$ cat config.mk
export PLATFORM = sky130hd
export DESIGN_NAME = univ_shift_reg
export DESIGN_NICKNAME = d
export VERILOG_FILES = /design/src/rtl/usr_pkg.sv /design/src/rtl/usr_stage.sv /design/src/rtl/univ_shift_reg.sv
export SDC_FILE = /design/constraint.sdc
export NUM_CORES = 1
export LEC_CHECK = 0
export BUFFER_PORTS_ARGS = -buffer_cell sky130_fd_sc_hd__buf_2
export CAP_MARGIN = 20
export CORE_AREA = 5 5 42 44
export CTS_BUF_LIST = sky130_fd_sc_hd__clkbuf_4
export CTS_CLUSTER_DIAMETER = 40
export DETAILED_ROUTE_END_ITERATION = 7
export DIE_AREA = 0 0 47 49
export PLACE_DENSITY = 0.68
export SETUP_SLACK_MARGIN = 0.4
export SLEW_MARGIN = 25
export SYNTH_ARGS = -nofsm -noshare
export SYNTH_HDL_FRONTEND = slang
export SYNTH_SLANG_ARGS = --single-unit
$ cat constraint.sdc
create_clock -name clk -period 1.9 [get_ports clk]
set_input_delay 0.19 -clock clk [delete_from_list [all_inputs] [get_ports clk]]
set_output_delay 0.19 -clock clk [all_outputs]
set_load 0.005 [all_outputs]
$ cat src/rtl/usr_pkg.sv
// Shared types for the universal shift register: mode encodings.
package usr_pkg;

   typedef enum logic [1:0] {
      HOLD     = 2'b00,
      SHIFT_UP = 2'b01,
      SHIFT_DN = 2'b10,
      LOAD     = 2'b11
   } usr_mode_e;

   localparam int USR_MODE_W = 2;

endpackage

$ cat src/rtl/usr_stage.sv
// One WIDTH-bit lane of the universal shift register.
// The next value is picked from hold, lower neighbour (shift up),
// upper neighbour (shift down) or the parallel-load slice.
module usr_stage
   import usr_pkg::*;
#(
   parameter int WIDTH = 1
) (
   input  logic             clk,
   input  logic             rst,
   input  logic             clr,
   input  usr_mode_e        sel,
   input  logic [WIDTH-1:0] up_in,
   input  logic [WIDTH-1:0] dn_in,
   input  logic [WIDTH-1:0] ld_in,
   output logic [WIDTH-1:0] q
);

   logic [WIDTH-1:0] nxt;

   // Next-value mux selected by the shift mode.
   always_comb begin
      nxt = q;
      unique case (sel)
         HOLD:     nxt = q;
         SHIFT_UP: nxt = up_in;
         SHIFT_DN: nxt = dn_in;
         LOAD:     nxt = ld_in;
         default:  nxt = q;
      endcase
   end

   // Lane register: async reset, then synchronous clear, then mux value.
   always_ff @(posedge clk or posedge rst) begin
      if (rst)      q <= '0;
      else if (clr) q <= '0;
      else          q <= nxt;
   end

endmodule

$ cat src/rtl/univ_shift_reg.sv
// Universal shift register: DEPTH lanes of WIDTH bits with hold,
// shift-up, shift-down and parallel load, plus a saturating count of
// lanes holding valid data.
// Optional feature macro: USR_ROTATE_EN adds the rot input, turning a
// shift into a circular rotate that ignores d and leaves cnt alone.
module univ_shift_reg
   import usr_pkg::*;
#(
   parameter int WIDTH = 1,
   parameter int DEPTH = 4
) (
   input  logic                       clk,
   input  logic                       rst,
   input  logic                       clr,
   input  logic [1:0]                 mode,
   input  logic [WIDTH-1:0]           d,
   input  logic [DEPTH*WIDTH-1:0]     pd,
   output logic [WIDTH-1:0]           q_up,
   output logic [WIDTH-1:0]           q_dn,
   output logic [DEPTH*WIDTH-1:0]     pq,
   output logic [$clog2(DEPTH+1)-1:0] cnt,
   output logic                       full
`ifdef USR_ROTATE_EN
   ,
   input  logic                       rot
`endif
);

   localparam int CW = $clog2(DEPTH+1);
   localparam logic [CW-1:0] CNT_MAX = CW'(DEPTH);

   usr_mode_e        mode_e;
   logic             rotating;
   logic [WIDTH-1:0] up_end;
   logic [WIDTH-1:0] dn_end;
   logic [WIDTH-1:0] stg    [DEPTH];
   logic [WIDTH-1:0] up_src [DEPTH];
   logic [WIDTH-1:0] dn_src [DEPTH];
   logic [CW-1:0]    cnt_nxt;

   assign mode_e = usr_mode_e'(mode);

`ifdef USR_ROTATE_EN
   assign rotating = rot;
`else
   assign rotating = 1'b0;
`endif

   // End lanes take the serial input, or the opposite end when rotating.
   assign up_end = rotating ? stg[DEPTH-1] : d;
   assign dn_end = rotating ? stg[0]       : d;

   for (genvar i = 0; i < DEPTH; i++) begin : g_lane
      if (i == 0) begin : g_lo
         assign up_src[i] = up_end;
      end else begin : g_lo
         assign up_src[i] = stg[i-1];
      end

      if (i == DEPTH-1) begin : g_hi
         assign dn_src[i] = dn_end;
      end else begin : g_hi
         assign dn_src[i] = stg[i+1];
      end

      usr_stage #(
         .WIDTH (WIDTH)
      ) u_stage (
         .clk   (clk),
         .rst   (rst),
         .clr   (clr),
         .sel   (mode_e),
         .up_in (up_src[i]),
         .dn_in (dn_src[i]),
         .ld_in (pd[i*WIDTH +: WIDTH]),
         .q     (stg[i])
      );

      assign pq[i*WIDTH +: WIDTH] = stg[i];
   end

   assign q_up = stg[DEPTH-1];
   assign q_dn = stg[0];

   // Next fill count: saturates at DEPTH, untouched by rotates.
   always_comb begin
      cnt_nxt = cnt;
      if (clr) begin
         cnt_nxt = '0;
      end else begin
         unique case (mode_e)
            LOAD: cnt_nxt = CNT_MAX;
            SHIFT_UP, SHIFT_DN: begin
               if (!rotating && (cnt != CNT_MAX)) cnt_nxt = cnt + CW'(1);
            end
            default: cnt_nxt = cnt;
         endcase
      end
   end

   // Count and full flag registered together so full tracks cnt exactly.
   always_ff @(posedge clk or posedge rst) begin
      if (rst) begin
         cnt  <= '0;
         full <= 1'b0;
      end else begin
         cnt  <= cnt_nxt;
         full <= (cnt_nxt == CNT_MAX);
      end
   end

endmodule

==> impl.org <==
** STA
- Clock Skews :: 0.01189 ns
- For the pin with the worst max-slew slack, the measured transition is 0.2883 ns.
- Once routing completed, OpenROAD measured the worst setup slack at 0.5616 ns.
- TNS Setup :: 0 ns
- Measured against its own limit, the worst slew margin works out to 80.76%.
- For this run, the top clock speed supported by timing is 747.2 MHz.
- # setup viols final :: 0
- Number of pins with negative max-slew slack in the final report :: 0
- Period Utilization, post-route :: 70.44%
- Setup repair after global routing left no endpoint under its margin.
- The clock period could shrink to 1.338 ns.
- Number of hold violations in the final report :: 0
- On the final layout, the worst hold slack is 0.1960 ns.

** Synthesis
- Of all cell types, the one taking the most synthesized area is sky130_fd_sc_hd__dfrtp_1.
- Top_reg_cell synth :: sky130_fd_sc_hd__dfrtp_1
- In the synthesized netlist, the number of instances is 56.
- Commonest cells post-synth :: sky130_fd_sc_hd__inv_1, sky130_fd_sc_hd__dfrtp_1, sky130_fd_sc_hd__a221oi_1
- The mapped netlist covers 541.8 µm².
- Number of enable flip-flop cells after synthesis :: 0
- Counting flops and latches in the post-synthesis netlist gives 8.
- Main area contributors after synthesis :: sky130_fd_sc_hd__dfrtp_1, sky130_fd_sc_hd__ha_1, sky130_fd_sc_hd__a221oi_1
- Post-synthesis async set-or-reset flop share :: 100.0%
- Synthesis produced a netlist with a net count of 72.
- Syn_area_per_cell :: between 9 and 10 µm²
- The netlist uses 17 different library cells.
- The most common cell in the synthesized netlist is sky130_fd_sc_hd__inv_1.
- After synthesis, flip-flops and latches occupy 36.95% of the total area.
- Warning count from the yosys run :: 0
- Proportion of netlist area held by the largest area contributor :: 36.95%

** Hold path
- The worst hold path passes through 2 cells.
- The startpoint identified for the worst hold timing path is clr.
- Worst hold path class :: input pin to flop
- Hold-critical path endpoint :: g_lane[2].u_stage.q$_DFFE_PP0P_

** Floorplanning
- Floorplan die height :: 49 µm
- Area of the die :: 2303 µm²
- After floorplanning, the core was sized to cover approximately 1400 µm².
- For this configuration, the core starts out at a cell density of 38.66%.
- I/O pin count :: 20
- Std-Cell Rows :: 14
- From left edge to right edge, the die measures 47 µm.

** Clocking
- The number of clock buffers added by TritonCTS is 3.
- The tree is rooted in a sky130_fd_sc_hd__clkbuf_4.
- After clock tree synthesis, the clock-pin slew on the worst setup and hold paths is 0.06 ns.
- For the worst-skew pair, the clock arrives at the later sink with an insertion delay of approximately 0.26 ns.
- TritonCTS built the clock tree.
- In this run the number of H-tree levels came out at 1.
- The longest clock path from root to sink contains 2 buffers.
- The clock drives 8 sinks.

** Global route
- Pin count of the biggest net entering global routing :: 9
- Combined global-route utilization of all metal layers :: between 10 and 15%
- Global routing finished with a remaining overflow of 0.
- Wire length of the first global-routing pass :: ~1.7 mm
- The number of global-route vias before repair is between 300 and 400.
- Initial antenna violation count :: 0

** Drt
- Once detail routing completed, the nets flagged for antenna violations numbered 0.
- Sum of routed wire length over all layers :: around 1.1 mm
- Initial DRC count :: 6
- In the final routed layout, each cell accounts on average for 12.67 µm.
- Drt pass-1 iters :: 3
- The routed layout has 452 vias.
- DRC violation count after routing :: 0
- After detailed routing, the number of vias per cell comes to 5.022.

** Worst setup path
- Data on the critical path arrives at its endpoint at approximately 1.5 ns.
- The worst setup path is launched from a flop.
- The startpoint identified for the worst register-to-register timing path is cnt[0]$_DFF_PP0_.
- For the worst setup path, the data required time is between 2 and 2.5 ns.
- Reg-to-Reg End :: full$_DFF_PP0_
- STA classifies the critical path endpoint as a flop.
- Crit-path max FO :: 5
- Counting cells, the worst reg-to-reg path comes to 5.
- CP top delay family :: flip-flops
- Peak per-stage delay on the critical path :: just over 0.4 ns
- Critical path buffers and inverters :: 1
- By startpoint and endpoint, the worst setup path is classified as flop to flop.
- The largest individual stage delay along the critical path comes from the cell sky130_fd_sc_hd__dfrtp_2.
- Crit-path cells :: inv_1, ha_1, a31o_1, a32oi_2, nor4bb_2
- The setup check on the worst reg-to-reg path leaves a slack of 0.56 ns.

** Placement
- Once detailed placement completed, the half-perimeter wirelength came to between 800 and 900 µm.
- Routability-driven placement finished with a final weighted congestion of between 0.7 and 0.8.
- I/O Buffers :: 19
- Prior to clock tree synthesis, the placed netlist has a worst setup slack of ~0.47 ns.

** Finish
- In the final layout, the share of cells above drive strength 1 is 35.14%.
- In the final design database the tool counted slightly above 90 nets.
- The repair_antennas step left the layout with diodes totalling 0.
- Area added between synthesis and finish :: 21.25%

** Pwr
- VDD sags by at most approximately 0.00046 V.
- Reported leakage power :: 0.3329 nW
- Pwr/cell area :: 640.5 nW/µm²

** Outcome
- Run status :: complete, no violations

** Flow run
- Max-capacitance violation count :: 0
==> metrics by stage <==
stage	cell area, µm²	std cells	utilization [%]	power (W)
detailed placement	623.1	86	44.46	0.0002939
global route	656.9	90	46.88	0.0004471
global placement	623.1	86	44.46	0.0002930
CTS	655.6	90	46.79	0.0004256
floorplan	541.8	56	-	0.0002630
finish	656.9	90	46.88	0.0004207
==> state kept, by name (all words and copies together) (netlist names) <==
name,count
cnt,3
full,1
g_lane.u_stage.q,4
==> metal layers <==
metal	vias to the layer above	wire, µm	share of wire [%]	GRT usage, %
met5	-	0	0	0
met3	2	87	7.6	4.428
met4	0	23	2.0	5.530
li1	231	-	-	-
met2	12	505	44	13.12
met1	207	524	46	14.00
==> what timing repair did <==
item	4_1_cts	5_1_grt
resized for setup	0	1
hold endpoints to repair	8	0
hold buffers	1	0
endpoints found under the setup margin	0	1
buffers inserted	0	0
==> report_power, final <==
part | switching, W | internal, W | total [W] | leakage [nW]
Clock | 0.0000569 | 0.0000722 | 0.000129 | 0.0138
Combinational | 0.0000480 | 0.0000482 | 0.0000962 | 0.214
Sequential | 0.0000125 | 0.000183 | 0.000195 | 0.105
Total | 0.000117 | 0.000303 | 0.000421 | 0.333
==> kinds of logic after synthesis <==
| kind of cell | Yosys count | share of synthesized area [%] |
|---|---|---|
| AOI/OAI and AO/OA | 15 | 22.87 |
| buffers and inverters | 15 | 13.16 |
| and+or+nand+nor | 12 | 13.17 |
| DFF | 8 | 36.95 |
| adders and majority gates | 6 | 13.86 |
==> placed cells by master (no fill, tap or decap) <==
cell	n
sky130_fd_sc_hd__ha_1	6
sky130_fd_sc_hd__inv_1	10
sky130_fd_sc_hd__a31o_1	1
sky130_fd_sc_hd__a21oi_1	4
sky130_fd_sc_hd__dfrtp_2	1
sky130_fd_sc_hd__clkbuf_4	3
sky130_fd_sc_hd__nand3b_1	1
sky130_fd_sc_hd__nor4bb_2	1
sky130_fd_sc_hd__buf_2	19
sky130_fd_sc_hd__dfrtp_1	7
sky130_fd_sc_hd__dlygate4sd3_1	1
sky130_fd_sc_hd__nand4bb_1	1
sky130_fd_sc_hd__o22a_2	1
sky130_fd_sc_hd__a32oi_2	1
sky130_fd_sc_hd__a22oi_1	1
sky130_fd_sc_hd__nand2_1	5
sky130_fd_sc_hd__nor2_1	3
sky130_fd_sc_hd__nor2b_1	1
sky130_fd_sc_hd__a221oi_1	7
==> cell type report <==
cell class	instances	area, µm²
clock buffer	3	22.52
fill	154	744.5
inverter	10	37.54
multi-input combinational	33	270.3
sequential	8	201.4
tap	16	20.02
timing repair buffer	20	105.1
==> worst max-delay path by stage <==
stage | start | end | slack, ns | cells after the start
final | cnt[0]$_DFF_PP0_ | full$_DFF_PP0_ | 0.56 | 5
after global routing | cnt[0]$_DFF_PP0_ | full$_DFF_PP0_ | 0.43 | 5
after CTS | cnt[0]$_DFF_PP0_ | full$_DFF_PP0_ | 0.51 | 5
after detailed placement | mode[0] | full$_DFF_PP0_ | 0.47 | 6
after global placement | mode[0] | full$_DFF_PP0_ | 0.53 | 6
after floorplan | cnt[0]$_DFF_PP0_ | full$_DFF_PP0_ | 0.61 | 5
Note: power is estimated with default switching activity, not from simulation.
